===== src/rtl/render_sequencer.sv =====
// rtl/render_sequencer.sv - render controller: clear shaders, stream voxel/palette reads, write frame, interrupt
module render_sequencer #(
  parameter int ADDR_W          = 32,
  parameter int DATA_W          = 8,
  parameter int MAX_OUTSTANDING = 4,
  parameter int TOTAL_ROWS      = 4,
  parameter int TOTAL_COLS      = 4,
  parameter int COUNT_W         = 24,
  parameter int PIX_W           = $clog2(TOTAL_ROWS * TOTAL_COLS)
) (
  input  logic               clock,
  input  logic               reset,
  input  logic               do_render,
  input  logic               abort,
  input  logic               clear_interrupt,
  input  logic [ADDR_W-1:0]  voxel_buffer,
  input  logic [ADDR_W-1:0]  palette_buffer,
  input  logic [ADDR_W-1:0]  pixel_buffer,
  input  logic [COUNT_W-1:0] voxel_count,
  input  logic [COUNT_W-1:0] palette_length,
  output logic [ADDR_W-1:0]  m1_address,
  output logic               m1_read,
  output logic               m1_write,
  output logic [DATA_W-1:0]  m1_writedata,
  input  logic               m1_waitrequest,
  input  logic [DATA_W-1:0]  m1_readdata,
  input  logic               m1_readdatavalid,
  output logic               clear_pixels,
  output logic               elem_valid,
  output logic               elem_kind,
  output logic [COUNT_W-1:0] elem_index,
  output logic [DATA_W-1:0]  elem_data,
  input  logic               elem_ready,
  output logic [PIX_W-1:0]   pix_index,
  input  logic [DATA_W-1:0]  pix_data,
  output logic               busy,
  output logic               aborted,
  output logic               irq
);
  localparam int NPIX  = TOTAL_ROWS * TOTAL_COLS;
  localparam int PTR_W = (MAX_OUTSTANDING > 1) ? $clog2(MAX_OUTSTANDING) : 1;
  localparam int CNT_W = $clog2(MAX_OUTSTANDING + 1);
  localparam logic [ADDR_W-1:0] STRIDE   = ADDR_W'(DATA_W / 8);
  localparam logic [PIX_W-1:0]  LAST_PIX = PIX_W'(NPIX - 1);
  localparam logic [CNT_W:0]    CREDIT   = (CNT_W + 1)'(MAX_OUTSTANDING);

  typedef enum logic [2:0] {
    S_IDLE, S_CLEAR, S_VOXELS, S_PALETTE, S_PIX_SETUP, S_WRITE, S_ABORT_DRAIN, S_INTERRUPT
  } state_t;

  state_t             state;
  logic [COUNT_W-1:0] vox_count_q, pal_count_q, phase_count, issued, accepted;
  logic [ADDR_W-1:0]  vox_base_q, pal_base_q, pix_base_q;
  logic [CNT_W-1:0]   inflight, occupancy;
  logic [PTR_W-1:0]   wr_ptr, rd_ptr;
  logic [DATA_W-1:0]  fifo_mem [MAX_OUTSTANDING];
  logic               abort_pending;
  logic               fetching, issue, rsp, push, pop, phase_done;

  function automatic logic [PTR_W-1:0] ptr_next(input logic [PTR_W-1:0] p);
    return (p == PTR_W'(MAX_OUTSTANDING - 1)) ? '0 : p + PTR_W'(1);
  endfunction

  // Credit covers both reads in flight and buffered responses, so the FIFO cannot overflow.
  assign fetching     = (state == S_VOXELS) || (state == S_PALETTE);
  assign m1_read      = fetching && (issued < phase_count) &&
                        (({1'b0, inflight} + {1'b0, occupancy}) < CREDIT);
  assign issue        = m1_read && !m1_waitrequest;
  assign rsp          = m1_readdatavalid && (inflight != '0);
  assign push         = fetching && rsp && !abort;
  assign elem_valid   = fetching && (occupancy != '0);
  assign pop          = elem_valid && elem_ready && !abort;
  assign phase_done   = pop && ((accepted + COUNT_W'(1)) == phase_count);
  assign elem_data    = fifo_mem[rd_ptr];
  assign elem_kind    = (state == S_PALETTE);
  assign elem_index   = accepted;
  assign m1_write     = (state == S_WRITE);
  assign m1_writedata = (state == S_WRITE) ? pix_data : '0;
  assign busy         = (state != S_IDLE);

  always_ff @(posedge clock) begin
    if (push) fifo_mem[wr_ptr] <= m1_readdata;
  end

  always_ff @(posedge clock or posedge reset) begin
    if (reset) begin
      state         <= S_IDLE;
      vox_count_q   <= '0;
      pal_count_q   <= '0;
      phase_count   <= '0;
      issued        <= '0;
      accepted      <= '0;
      vox_base_q    <= '0;
      pal_base_q    <= '0;
      pix_base_q    <= '0;
      m1_address    <= '0;
      inflight      <= '0;
      occupancy     <= '0;
      wr_ptr        <= '0;
      rd_ptr        <= '0;
      pix_index     <= '0;
      clear_pixels  <= 1'b0;
      aborted       <= 1'b0;
      irq           <= 1'b0;
      abort_pending <= 1'b0;
    end else begin
      // Reads issued in the abort cycle still count, so the drain waits for their responses.
      inflight <= inflight + CNT_W'(issue) - CNT_W'(rsp);
      case (state)
        S_IDLE: begin
          if (do_render) begin
            state         <= S_CLEAR;
            vox_count_q   <= voxel_count;
            pal_count_q   <= palette_length;
            vox_base_q    <= voxel_buffer;
            pal_base_q    <= palette_buffer;
            pix_base_q    <= pixel_buffer;
            aborted       <= 1'b0;
            clear_pixels  <= 1'b1;
            pix_index     <= '0;
            abort_pending <= 1'b0;
          end
        end
        S_CLEAR: begin
          clear_pixels <= 1'b0;
          issued       <= '0;
          accepted     <= '0;
          occupancy    <= '0;
          wr_ptr       <= '0;
          rd_ptr       <= '0;
          if (abort) begin
            state <= S_ABORT_DRAIN;
          end else if (vox_count_q != '0) begin
            state       <= S_VOXELS;
            phase_count <= vox_count_q;
            m1_address  <= vox_base_q;
          end else if (pal_count_q != '0) begin
            state       <= S_PALETTE;
            phase_count <= pal_count_q;
            m1_address  <= pal_base_q;
          end else begin
            state      <= S_PIX_SETUP;
            m1_address <= pix_base_q;
          end
        end
        S_VOXELS, S_PALETTE: begin
          if (abort) begin
            state     <= S_ABORT_DRAIN;
            occupancy <= '0;
            wr_ptr    <= '0;
            rd_ptr    <= '0;
          end else begin
            if (issue) begin
              issued     <= issued + COUNT_W'(1);
              m1_address <= m1_address + STRIDE;
            end
            if (push) wr_ptr <= ptr_next(wr_ptr);
            if (pop) begin
              rd_ptr   <= ptr_next(rd_ptr);
              accepted <= accepted + COUNT_W'(1);
            end
            occupancy <= occupancy + CNT_W'(push) - CNT_W'(pop);
            if (phase_done) begin
              issued   <= '0;
              accepted <= '0;
              if (state == S_VOXELS && pal_count_q != '0) begin
                state       <= S_PALETTE;
                phase_count <= pal_count_q;
                m1_address  <= pal_base_q;
              end else begin
                state      <= S_PIX_SETUP;
                m1_address <= pix_base_q;
              end
            end
          end
        end
        S_PIX_SETUP: begin
          state <= abort ? S_ABORT_DRAIN : S_WRITE;
        end
        S_WRITE: begin
          if (abort) abort_pending <= 1'b1;
          if (!m1_waitrequest) begin
            if (abort || abort_pending) begin
              state <= S_ABORT_DRAIN;
            end else if (pix_index == LAST_PIX) begin
              state <= S_INTERRUPT;
              irq   <= 1'b1;
            end else begin
              state      <= S_PIX_SETUP;
              pix_index  <= pix_index + PIX_W'(1);
              m1_address <= m1_address + STRIDE;
            end
          end
        end
        S_ABORT_DRAIN: begin
          abort_pending <= 1'b0;
          if (inflight == '0) begin
            state   <= S_IDLE;
            aborted <= 1'b1;
          end
        end
        S_INTERRUPT: begin
          if (clear_interrupt) begin
            state <= S_IDLE;
            irq   <= 1'b0;
          end
        end
        default: state <= S_IDLE;
      endcase
    end
  end
endmodule


===== config.mk =====
export PLATFORM = sky130hd
export DESIGN_NAME = render_sequencer
export DESIGN_NICKNAME = d
export VERILOG_FILES = /design/src/rtl/render_sequencer.sv
export SDC_FILE = /design/constraint.sdc
export NUM_CORES = 1
export LEC_CHECK = 0
export CAP_MARGIN = 20
export CORE_ASPECT_RATIO = 0.75
export CORE_MARGIN = 2
export CORE_UTILIZATION = 45
export CTS_CLUSTER_DIAMETER = 80
export CTS_CLUSTER_SIZE = 24
export DETAILED_ROUTE_END_ITERATION = 10
export PLACE_DENSITY = 0.68
export SKIP_LAST_GASP = 1
export SYNTH_ARGS = -nofsm -noshare
export SYNTH_HDL_FRONTEND = slang
export SYNTH_SLANG_ARGS = --single-unit

===== constraint.sdc =====
create_clock -name clock -period 14.1 [get_ports clock]
set_input_delay 1.41 -clock clock [delete_from_list [all_inputs] [get_ports clock]]
set_output_delay 1.41 -clock clock [all_outputs]
set_load 0.01 [all_outputs]

==> results of run 1 <==
==> synthesized netlist by cell type (16+ instances only) <==
library cell	count	area (um^2)
a211oi_1	31	233
a21o_1	18	135
a21oi_1	61	305
and3_1	42	263
clkbuf_1	100	375
dfrtp_1	269	6730
edfxtp_1	32	961
ha_1	37	463
inv_1	55	206
mux2i_1	70	701
nand2_1	562	2110
nand3_1	76	380
nand4_1	23	144
nor2_1	94	353
nor3_1	50	250
nor4_1	22	138
o21ai_0	114	571
o21ai_1	17	85.1
o31ai_1	23	173
xnor2_1	25	219
xor2_1	16	140
==> power breakdown <==
part	switching, mW	internal, mW
sequential	0.343	1.17
combinational	0.914	0.655
clock	0.304	0.228
==> stage by stage <==
step / hold WS [ns] / std cells / instance area [um^2] / worst slack [ns] / util, %
after floorplan: 0.440 / 1960 / 16800 / 5.28 / -
after global placement: 0.456 / 2606 / 19600 / 8.26 / 53.2
after detailed placement: 0.463 / 2607 / 19600 / 8.10 / 53.2
after CTS: 0.484 / 2631 / 20100 / 8.58 / 54.5
after global routing: 0.518 / 2633 / 20100 / 8.36 / 54.6
final: 0.485 / 2633 / 20100 / 8.63 / 54.6
==> cells by family after synthesis <==
| logic type | count (synthesis) |
|---|---|
| AOI/OAI and AO/OA | 365 |
| buffers and inverters | 183 |
| adders and majority gates | 39 |
| and+or+nand+nor | 941 |
| DFF | 301 |
| muxes | 90 |
| xor gates and xnor gates | 41 |
==> path summary, 6_finish.rpt <==
kind	startpoint	to	slack [ns]
setup / recovery	state[0]	m1_write	8.63
hold reg to reg	vox_base_q[14]	vox_base_q[14]	0.48
hold / removal	vox_base_q[14]	vox_base_q[14]	0.48
min in group asynchronous	reset	vox_count_q[16]	1.46
max in group asynchronous	reset	rd_ptr[1]	11.17
setup reg to reg	elem_index[0]	m1_address[27]	9.06
==> layout make-up <==
type                            count  share of cell area, %
Multi-Input combinational cell   1476                   41.7
Sequential cell                   301                   38.2
Timing Repair Buffer              272                   13.4
Tap cell                          504                   3.13
Clock buffer                       19                   2.15
Inverter                           56                   1.08
Clock inverter                      5                  0.249
==> critical path, cell delays in order, from the launching register on <==
cell and delay (ns):
dfrtp_1 0.68, nor2b_1 0.67, nand2_1 0.65, inv_1 0.84
clkdlybuf4s50_1 0.69
==> layout by cell type (no fill, tap or decap), drive strengths merged, types with 8 or more instances in the layout <==
cell type      instances
ha                    37
nor3                  51
xor2                  16
nand3                 77
a221o                  8
buf                   21
a21o                  18
a31oi                 14
nand2b                11
mux2i                 70
inv                   59
a211oi                31
nand2                562
o31ai                 23
clkbuf                19
nor2                  94
a22oi                 14
mux2                  12
xnor2                 25
and4                  11
o22ai                 14
clkdlybuf4s50        251
edfxtp                32
nand4                 23
dfrtp                269
o21ai                131
nor2b                  9
nor4                  23
mux4                   8
and2                  12
and3                  42
a21oi                 63
==> state kept, by name, summed over array words and instances (netlist names) <==
register	cells
inflight	3
issued	24
state	3
rd_ptr	2
pal_count_q	24
phase_count	24
pal_base_q	32
wr_ptr	2
vox_base_q	32
vox_count_q	24
clear_pixels	1
irq	1
pix_base_q	32
m1_address	32
pix_index	4
fifo_mem	32
elem_index	24
abort_pending	1
aborted	1
occupancy	3
==> routing by layer <==
| metal | global-route usage (%) | up-vias | routed length, um |
|---|---|---|---|
| li1 | - | 7134 | - |
| met3 | 5.62 | 63 | 4530 |
| met5 | 0 | - | 13 |
| met2 | 38.1 | 576 | 22100 |
| met1 | 40.2 | 7368 | 24400 |
| met4 | 3.98 | 2 | 689 |
==> run_results.csv, run 1 <==
group,metric,value,unit
sta,tightest_slew,1.02,ns
status,status,"completed",
synth,synthFlopType,"dfrtp_1",
global_routing,grt_pass1_wl,79.2,mm
power,peakVddDrop,0.112,mV
synth,synthAdderAreaFrac,3.00,%
synth,synth_mux_area_share,6.06,%
routing,wl_per_cell,19.6,um
floorplan,rows,61,
synth,synthesis.area,16800,um^2
routing,ant_nets,0,
placed_design,io_buffers,251,
setup_path,critical_path.max_fanout,20,
power,p_total,3.62,mW
clock_tree,cts.sinks,301,
sta,timing.fmax,0.183,GHz
floorplan,coreArea,36900,um^2
hold_path,min_path_cells,2,
routing,drc,0,
synth,synth-seq-cells,301,
routing,via_count,15100,
clock_tree,cts-root-buf,"clkbuf_16",
placed_design,dp_hpwl,37.0,mm
synth,synthArstFlopShare,89.4,%
placed_design,gp_congestion,0.931,
routing,viasPerCell,5.75,
job,cap_violations,0,
synth,synth_compound_area_share,13.8,%
synth,synth_nets,2167,
global_routing,first_global_vias,13900,
synth,synth_xor_area_share,2.14,%
cells_and_area,nFillCells,3341,
setup_path,cp-end-kind,"output port",
power,powerDensity,180,nW/um^2
synth,synth_edf_count,32,
cells_and_area,n_antenna_cell,0,
sta,setup_tns,0,ns
floorplan,ios,252,
setup_path,startpoint_type,"flop",
routing,totalWireLength,51.7,mm
cells_and_area,layout-drive-gt1-share,3.95,%
cells_and_area,nets,2331,
clock_tree,cts_tree,"built",
clock_tree,post_cts_buffers,0,
sta,setup_violations,0,
setup_path,criticalPathCategory,"reg -> out",
floorplan,die_h,171,um
sta,period_needed,5.47,ns
power,p_leak,8.69,nW
routing,drt_iter0_drc,1512,
sta,relSlewSlack,31.7,%
floorplan,dieWidth,227,um
sta,hold_violations,0,
floorplan,start_util,45.5,%
global_routing,gr-usage-all-layers,26.1,%
clock_tree,cts_buffers,17,
hold_path,hold_class,"reg -> reg",
synth,ys_seq_area_share,45.9,%
sta,skew,0.0430,ns
global_routing,gr-total-overflow,0,
clock_tree,clock_latency,0.54,ns
synth,syn_inst,1960,
clock_tree,cts_buffer_depth,3,
synth,yosys.area_share.simple,24.8,%
global_routing,antenna_found_initial,2,
floorplan,dieArea,38800,um^2
sta,period_share,38.8,%
cells_and_area,multi_input_area,8410,um^2
global_routing,grt_start_max_net_pins,124,
synth,avgSynthCellArea,8.56,um^2
clock_tree,ctsHoldBuffers,0,
synth,yosys_warnings,0,
sta,rsz0062_at_grt,"false",
sta,slew_violations,0,
clock_tree,post_cts_resized,0,
synth,ys_types,70,
clock_tree,path_clk_slew,0.10,ns
cells_and_area,area_growth,20.1,%
cells_and_area,regArea,7690,um^2
routing,drtPass1Iterations,5,
clock_tree,cts_htree_levels,1,
setup_path,worstPathArrival,4.06,ns
setup_path,required,12.69,ns
synth,synth_top_family_by_area,"simple AND/OR/NAND/NOR gates",
setup_path,reg2regPathDepth,10,
Note: power is estimated with default switching activity, not from simulation.
==> run 2: changes to the inputs <==
Settings changed: PLACE_DENSITY 0.68 to 0.71.
Clock period 14.1 ns to 4.8 ns, I/O delays scaled along.
==> run_results.csv, run 2 (same netlist as run 1, synthesis figures left out) <==
group,metric,value,unit
global_routing,gr-total-overflow,0,
cells_and_area,area_growth,21.4,%
setup_path,rr_endpoint,"m1_address[27]",
floorplan,dieWidth,227,um
global_routing,first_global_vias,14500,
global_routing,grt_pass1_wl,81.9,mm
placed_design,place_area,19800,um^2
global_routing,gr-usage-all-layers,27.0,%
setup_path,cp_slowest_stage_delay,0.68,ns
cells_and_area,fin_area,20400,um^2
placed_design,gp_congestion,0.955,
power,peakVddDrop,0.265,mV
clock_tree,post_cts_buffers,0,
hold_path,hold_class,"in -> reg",
power,pwr-share-clk,15.7,%
clock_tree,path_clk_slew,0.11,ns
setup_path,startpoint_type,"flop",
hold_path,holdPathEnd,"vox_base_q[11]",
cells_and_area,layout-drive-gt1-share,4.93,%
routing,wl_met1,25.1,mm
floorplan,die_h,171,um
setup_path,crit_slowest_cell,"or4_4",
sta,slew_violations,0,
power,p_sw,4.68,mW
floorplan,dieArea,38800,um^2
floorplan,rows,61,
clock_tree,ctsHoldBuffers,0,
hold_path,min_from,"voxel_buffer[11]",
clock_tree,clock_latency,0.55,ns
routing,viasPerCell,5.72,
cells_and_area,nFillCells,3370,
floorplan,start_util,45.5,%
placed_design,dpl_worst_slack,0.259,ns
floorplan,coreArea,36900,um^2
routing,ant_nets,0,
power,swShare,43.1,%
routing,drtPass1Iterations,8,
power,p_int,6.18,mW
global_routing,antenna_found_initial,2,
power,p_leak,8.81,nW
routing,via_count,15200,
status,status,"completed",
setup_path,cp-end-kind,"flop",
routing,highest_layer,"met5",
cells_and_area,final_common_cell,"nand2_1",
placed_design,dp_hpwl,38.0,mm
sta,period_needed,4.52,ns
sta,rsz0062_at_grt,"false",
sta,hold_violations,0,
sta,relSlewSlack,37.4,%
hold_path,min_path_cells,3,
clock_tree,cts_htree_levels,1,
setup_path,cpMostUsedCell,"or4_4",
setup_path,critical_path.max_fanout,18,
setup_path,crit_chain,"nand3_2 -> or4_4 -> or4_1 -> and2_0 -> or4b_1 -> or4_4 -> a31oi_4 -> o21ai_0 -> a221o_1",
sta,hold_ws,0.455,ns
sta,timing.final.ws_setup,0.283,ns
clock_tree,cts_tree,"built",
cells_and_area,multi_input_area,8410,um^2
cells_and_area,nets,2350,
floorplan,ios,252,
clock_tree,cts.sinks,301,
cells_and_area,mostFrequentLayoutCells,"nand2_1 (561), dfrtp_1 (269), clkdlybuf4s50_1 (251)",
sta,period_share,94.1,%
clock_tree,cts_buffer_depth,3,
setup_path,reg2regPathDepth,9,
routing,drc,0,
routing,route.met3.wl,4.39,mm
sta,setup_violations,0,
setup_path,required,5.21,ns
sta,timing.fmax,0.221,GHz
routing,totalWireLength,52.8,mm
clock_tree,cts_buffers,18,
job,cap_violations,0,
power,seqPwrFrac,40.6,%
sta,skew,0.0391,ns
setup_path,regToRegSetupSlack,0.28,ns
setup_path,worstPathArrival,4.93,ns
clock_tree,cts-root-buf,"clkbuf_16",
sta,tightest_slew,0.936,ns
placed_design,io_buffers,251,
cells_and_area,regArea,7690,um^2
global_routing,grt_start_max_net_pins,143,
routing,wl_per_cell,19.9,um
sta,setup_tns,0,ns
setup_path,reg2reg_from,"elem_index[6]",
routing,dr_wl_met2,22.0,mm
setup_path,criticalPathCategory,"reg -> reg",
routing,drt_iter0_drc,1633,
power,power_frac_comb,43.6,%
power,powerDensity,534,nW/um^2
[run 2: changes by cell type in the layout (fill, tap and decap cells not counted), sizes merged]
| cell | before | now |
|---|---|---|
| clkinv | 2 | 1 |
| clkbuf | 19 | 22 |
| diode | 0 | 1 |
| clkinvlp | 0 | 1 |
| buf | 21 | 39 |
[run 2: worst max path at each step]
stage | depth (start not counted) | endpoint | slack (ns) | start
3_3_place_gp | 9 | m1_address[14] | 0.38 | elem_index[6]
2_1_floorplan | 1 | abort_pending | 0.77 | reset
5_1_grt | 9 | m1_address[27] | 0.14 | elem_index[6]
3_5_place_dp | 9 | m1_address[14] | 0.26 | elem_index[6]
4_1_cts | 9 | m1_address[14] | 0.26 | elem_index[6]
6_report | 9 | m1_address[27] | 0.28 | elem_index[6]
[run 2: critical path: cells and delay by family (launching register included)]
family	cells	cell delay [ns]
simple gates	6	2.79
compound gates	3	1.02
flops	1	0.57
[run 2: area by class of cell]
class,count,share of cell area [%]
Tap cell,504,3.10
Inverter,56,1.05
Sequential cell,301,37.8
Timing Repair Buffer,290,13.9
Multi-Input combinational cell,1476,41.3
Clock inverter,5,0.307
Antenna cell,1,0.0123
Clock buffer,22,2.46
[run 2: metal layers]
metal  GRT usage, %  vias to the layer above
li1               -                     7167
met1           41.7                     7307
met2           38.3                      630
met3           5.28                       83
met4           6.86                        2
met5              0                        -
[run 2: timing repair]
action,CTS,global route
setup endpoints to repair,0,1
endpoints found under the hold margin,0,0
gates resized for setup,0,1
[run 2: through the flow]
stage / total power, mW / util (%) / instances
floorplan: 7.26 / - / 1960
global placement: 8.93 / 53.6 / 2626
detailed placement: 9.10 / 53.6 / 2627
CTS: 10.8 / 55.2 / 2654
global route: 11.6 / 55.2 / 2654
finish: 10.9 / 55.2 / 2655
[run 2: power by group through the flow]
stage / logic [mW] / clock network [mW] / registers [mW]
6_report: 4.74 / 1.71 / 4.41
5_1_grt: 5.26 / 1.83 / 4.53
4_1_cts: 4.70 / 1.74 / 4.38
3_5_place_dp: 4.67 / 0 / 4.42
3_3_place_gp: 4.55 / 0 / 4.39
2_1_floorplan: 3.13 / 0 / 4.12
==> run 3: changes to the inputs <==
Settings changed: CORE_UTILIZATION 45 to 50, PLACE_DENSITY 0.71 to 0.78.
==> run_results.csv, run 3 (same netlist as run 1, synthesis figures left out) <==
group,metric,value,unit
status,status,"completed",
setup_path,regToRegSetupSlack,0.26,ns
power,power_frac_comb,43.9,%
floorplan,dieWidth,215,um
routing,drc,0,
power,powerDensity,532,nW/um^2
routing,dr_wl_met2,22.0,mm
global_routing,grt_pass1_wl,81.0,mm
job,cap_violations,0,
setup_path,cp-end-kind,"flop",
clock_tree,cts-root-buf,"clkbuf_16",
cells_and_area,n_antenna_cell,0,
global_routing,gr-usage-all-layers,29.0,%
clock_tree,cts_buffers,17,
clock_tree,ctsHoldBuffers,0,
sta,setup_violations,0,
sta,rsz0062_at_grt,"false",
global_routing,grt_start_max_net_pins,134,
hold_path,hold_class,"in -> async",
power,p_leak,8.79,nW
sta,period_needed,4.54,ns
sta,timing.fmax,0.220,GHz
placed_design,gp_congestion,0.944,
routing,via_count,15400,
cells_and_area,mostFrequentLayoutCells,"nand2_1 (561), dfrtp_1 (269), clkdlybuf4s50_1 (251)",
sta,skew,0.0304,ns
setup_path,crit_chain,"nand3_2 -> or4_4 -> or4_1 -> and2_0 -> or4b_1 -> or4_4 -> a31o_2 -> o31ai_1 -> o311ai_1",
clock_tree,cts_htree_levels,1,
global_routing,first_global_vias,14700,
clock_tree,post_cts_buffers,0,
setup_path,worstPathArrival,4.93,ns
floorplan,dieArea,35000,um^2
sta,relSlewSlack,29.5,%
clock_tree,cts.sinks,301,
clock_tree,cts_buffer_depth,3,
floorplan,coreArea,33300,um^2
power,pwr-share-clk,15.0,%
sta,hold_violations,0,
power,p_int,6.13,mW
power,p_total,10.8,mW
setup_path,cp-endpoint,"m1_address[14]",
routing,drt_iter0_drc,1642,
setup_path,cpMostUsedCell,"or4_4",
power,peakVddDrop,0.278,mV
cells_and_area,nets,2352,
cells_and_area,layout-drive-gt1-share,4.88,%
sta,period_share,94.6,%
cells_and_area,area_growth,20.7,%
cells_and_area,final_common_cell,"nand2_1",
setup_path,critical_path.max_fanout,40,
clock_tree,path_clk_slew,0.10,ns
sta,setup_tns,0,ns
setup_path,reg2reg_from,"elem_index[7]",
setup_path,rr_endpoint,"m1_address[14]",
placed_design,dp_hpwl,37.6,mm
sta,slew_violations,0,
power,swShare,43.1,%
floorplan,start_util,50.3,%
routing,route.met3.wl,4.91,mm
placed_design,io_buffers,251,
setup_path,cp_slowest_stage_delay,0.66,ns
global_routing,antenna_found_initial,0,
setup_path,crit_start,"elem_index[7]",
clock_tree,post_cts_resized,0,
routing,highest_layer,"met4",
floorplan,die_h,163,um
routing,drtPass1Iterations,8,
global_routing,gr-total-overflow,0,
routing,totalWireLength,51.7,mm
setup_path,reg2regPathDepth,9,
setup_path,required,5.19,ns
setup_path,crit_slowest_cell,"or4_4",
routing,wl_per_cell,19.9,um
floorplan,ios,252,
power,p_sw,4.64,mW
clock_tree,cts_tree,"built",
routing,ant_nets,0,
power,seqPwrFrac,41.1,%
setup_path,criticalPathCategory,"reg -> reg",
setup_path,startpoint_type,"flop",
routing,wl_met1,23.6,mm
clock_tree,clock_latency,0.54,ns
sta,tightest_slew,1.05,ns
floorplan,rows,58,
routing,viasPerCell,5.93,
==> run 3: changes by cell type in the layout (fill, tap and decap cells not counted), moves of 2 or more <==
cell,before,now
buf_4,36,39
clkbuf_1,1,3
clkbuf_16,19,17
inv_6,3,1
==> run 3: power by group through the flow <==
stage                     sequential, mW  clock [mW]  combinational (mW)
after floorplan                     4.12           0                3.13
after global placement              4.38           0                4.51
after detailed placement            4.43           0                4.67
after CTS                           4.39        1.64                4.69
after global routing                4.53        1.71                5.25
final                               4.42        1.62                4.73
==> run 3: worst max-delay path, delay by kind of cell (launching register included) <==
kind	cells	cell delay, ns
compound gates	3	1.07
flops	1	0.57
simple gates	6	2.76
==> run 3: how the worst min path moves through the flow <==
stage	slack, ns	startpoint	cells after the start	endpoint
after detailed placement	0.46	vox_base_q[3]	2	vox_base_q[3]
final	0.30	reset	2	vox_count_q[6]
after CTS	0.30	reset	2	vox_count_q[6]
after floorplan	0.44	vox_base_q[14]	2	vox_base_q[14]
after global routing	0.33	reset	2	vox_count_q[11]
after global placement	0.45	vox_base_q[3]	2	vox_base_q[3]
==> run 3: cell type report <==
class | count | area [um^2]
clock inverter | 5 | 73.8
tap | 450 | 563
sequential | 301 | 7690
fill | 2861 | 13100
inverter | 56 | 214
clock buffer | 20 | 437
multi-input combinational | 1476 | 8410
timing repair buffer | 293 | 2860
==> run 3: through the flow <==
stage,worst slack [ns],instances,hold WS (ns),cell area [um^2],utilization (%)
2_1_floorplan,0.767,1960,0.440,16800,-
3_3_place_gp,0.450,2575,0.455,19700,59.2
3_5_place_dp,0.326,2575,0.460,19700,59.2
4_1_cts,0.319,2600,0.300,20200,60.7
5_1_grt,0.0824,2601,0.332,20200,60.8
6_report,0.258,2601,0.300,20200,60.8
==> run 3: per-layer routing <==
layer | track usage [%] | up-vias
li1 | - | 7181
met2 | 42.6 | 712
met1 | 43.9 | 7452
met3 | 6.26 | 84
met4 | 6.80 | 0
met5 | 0 | -
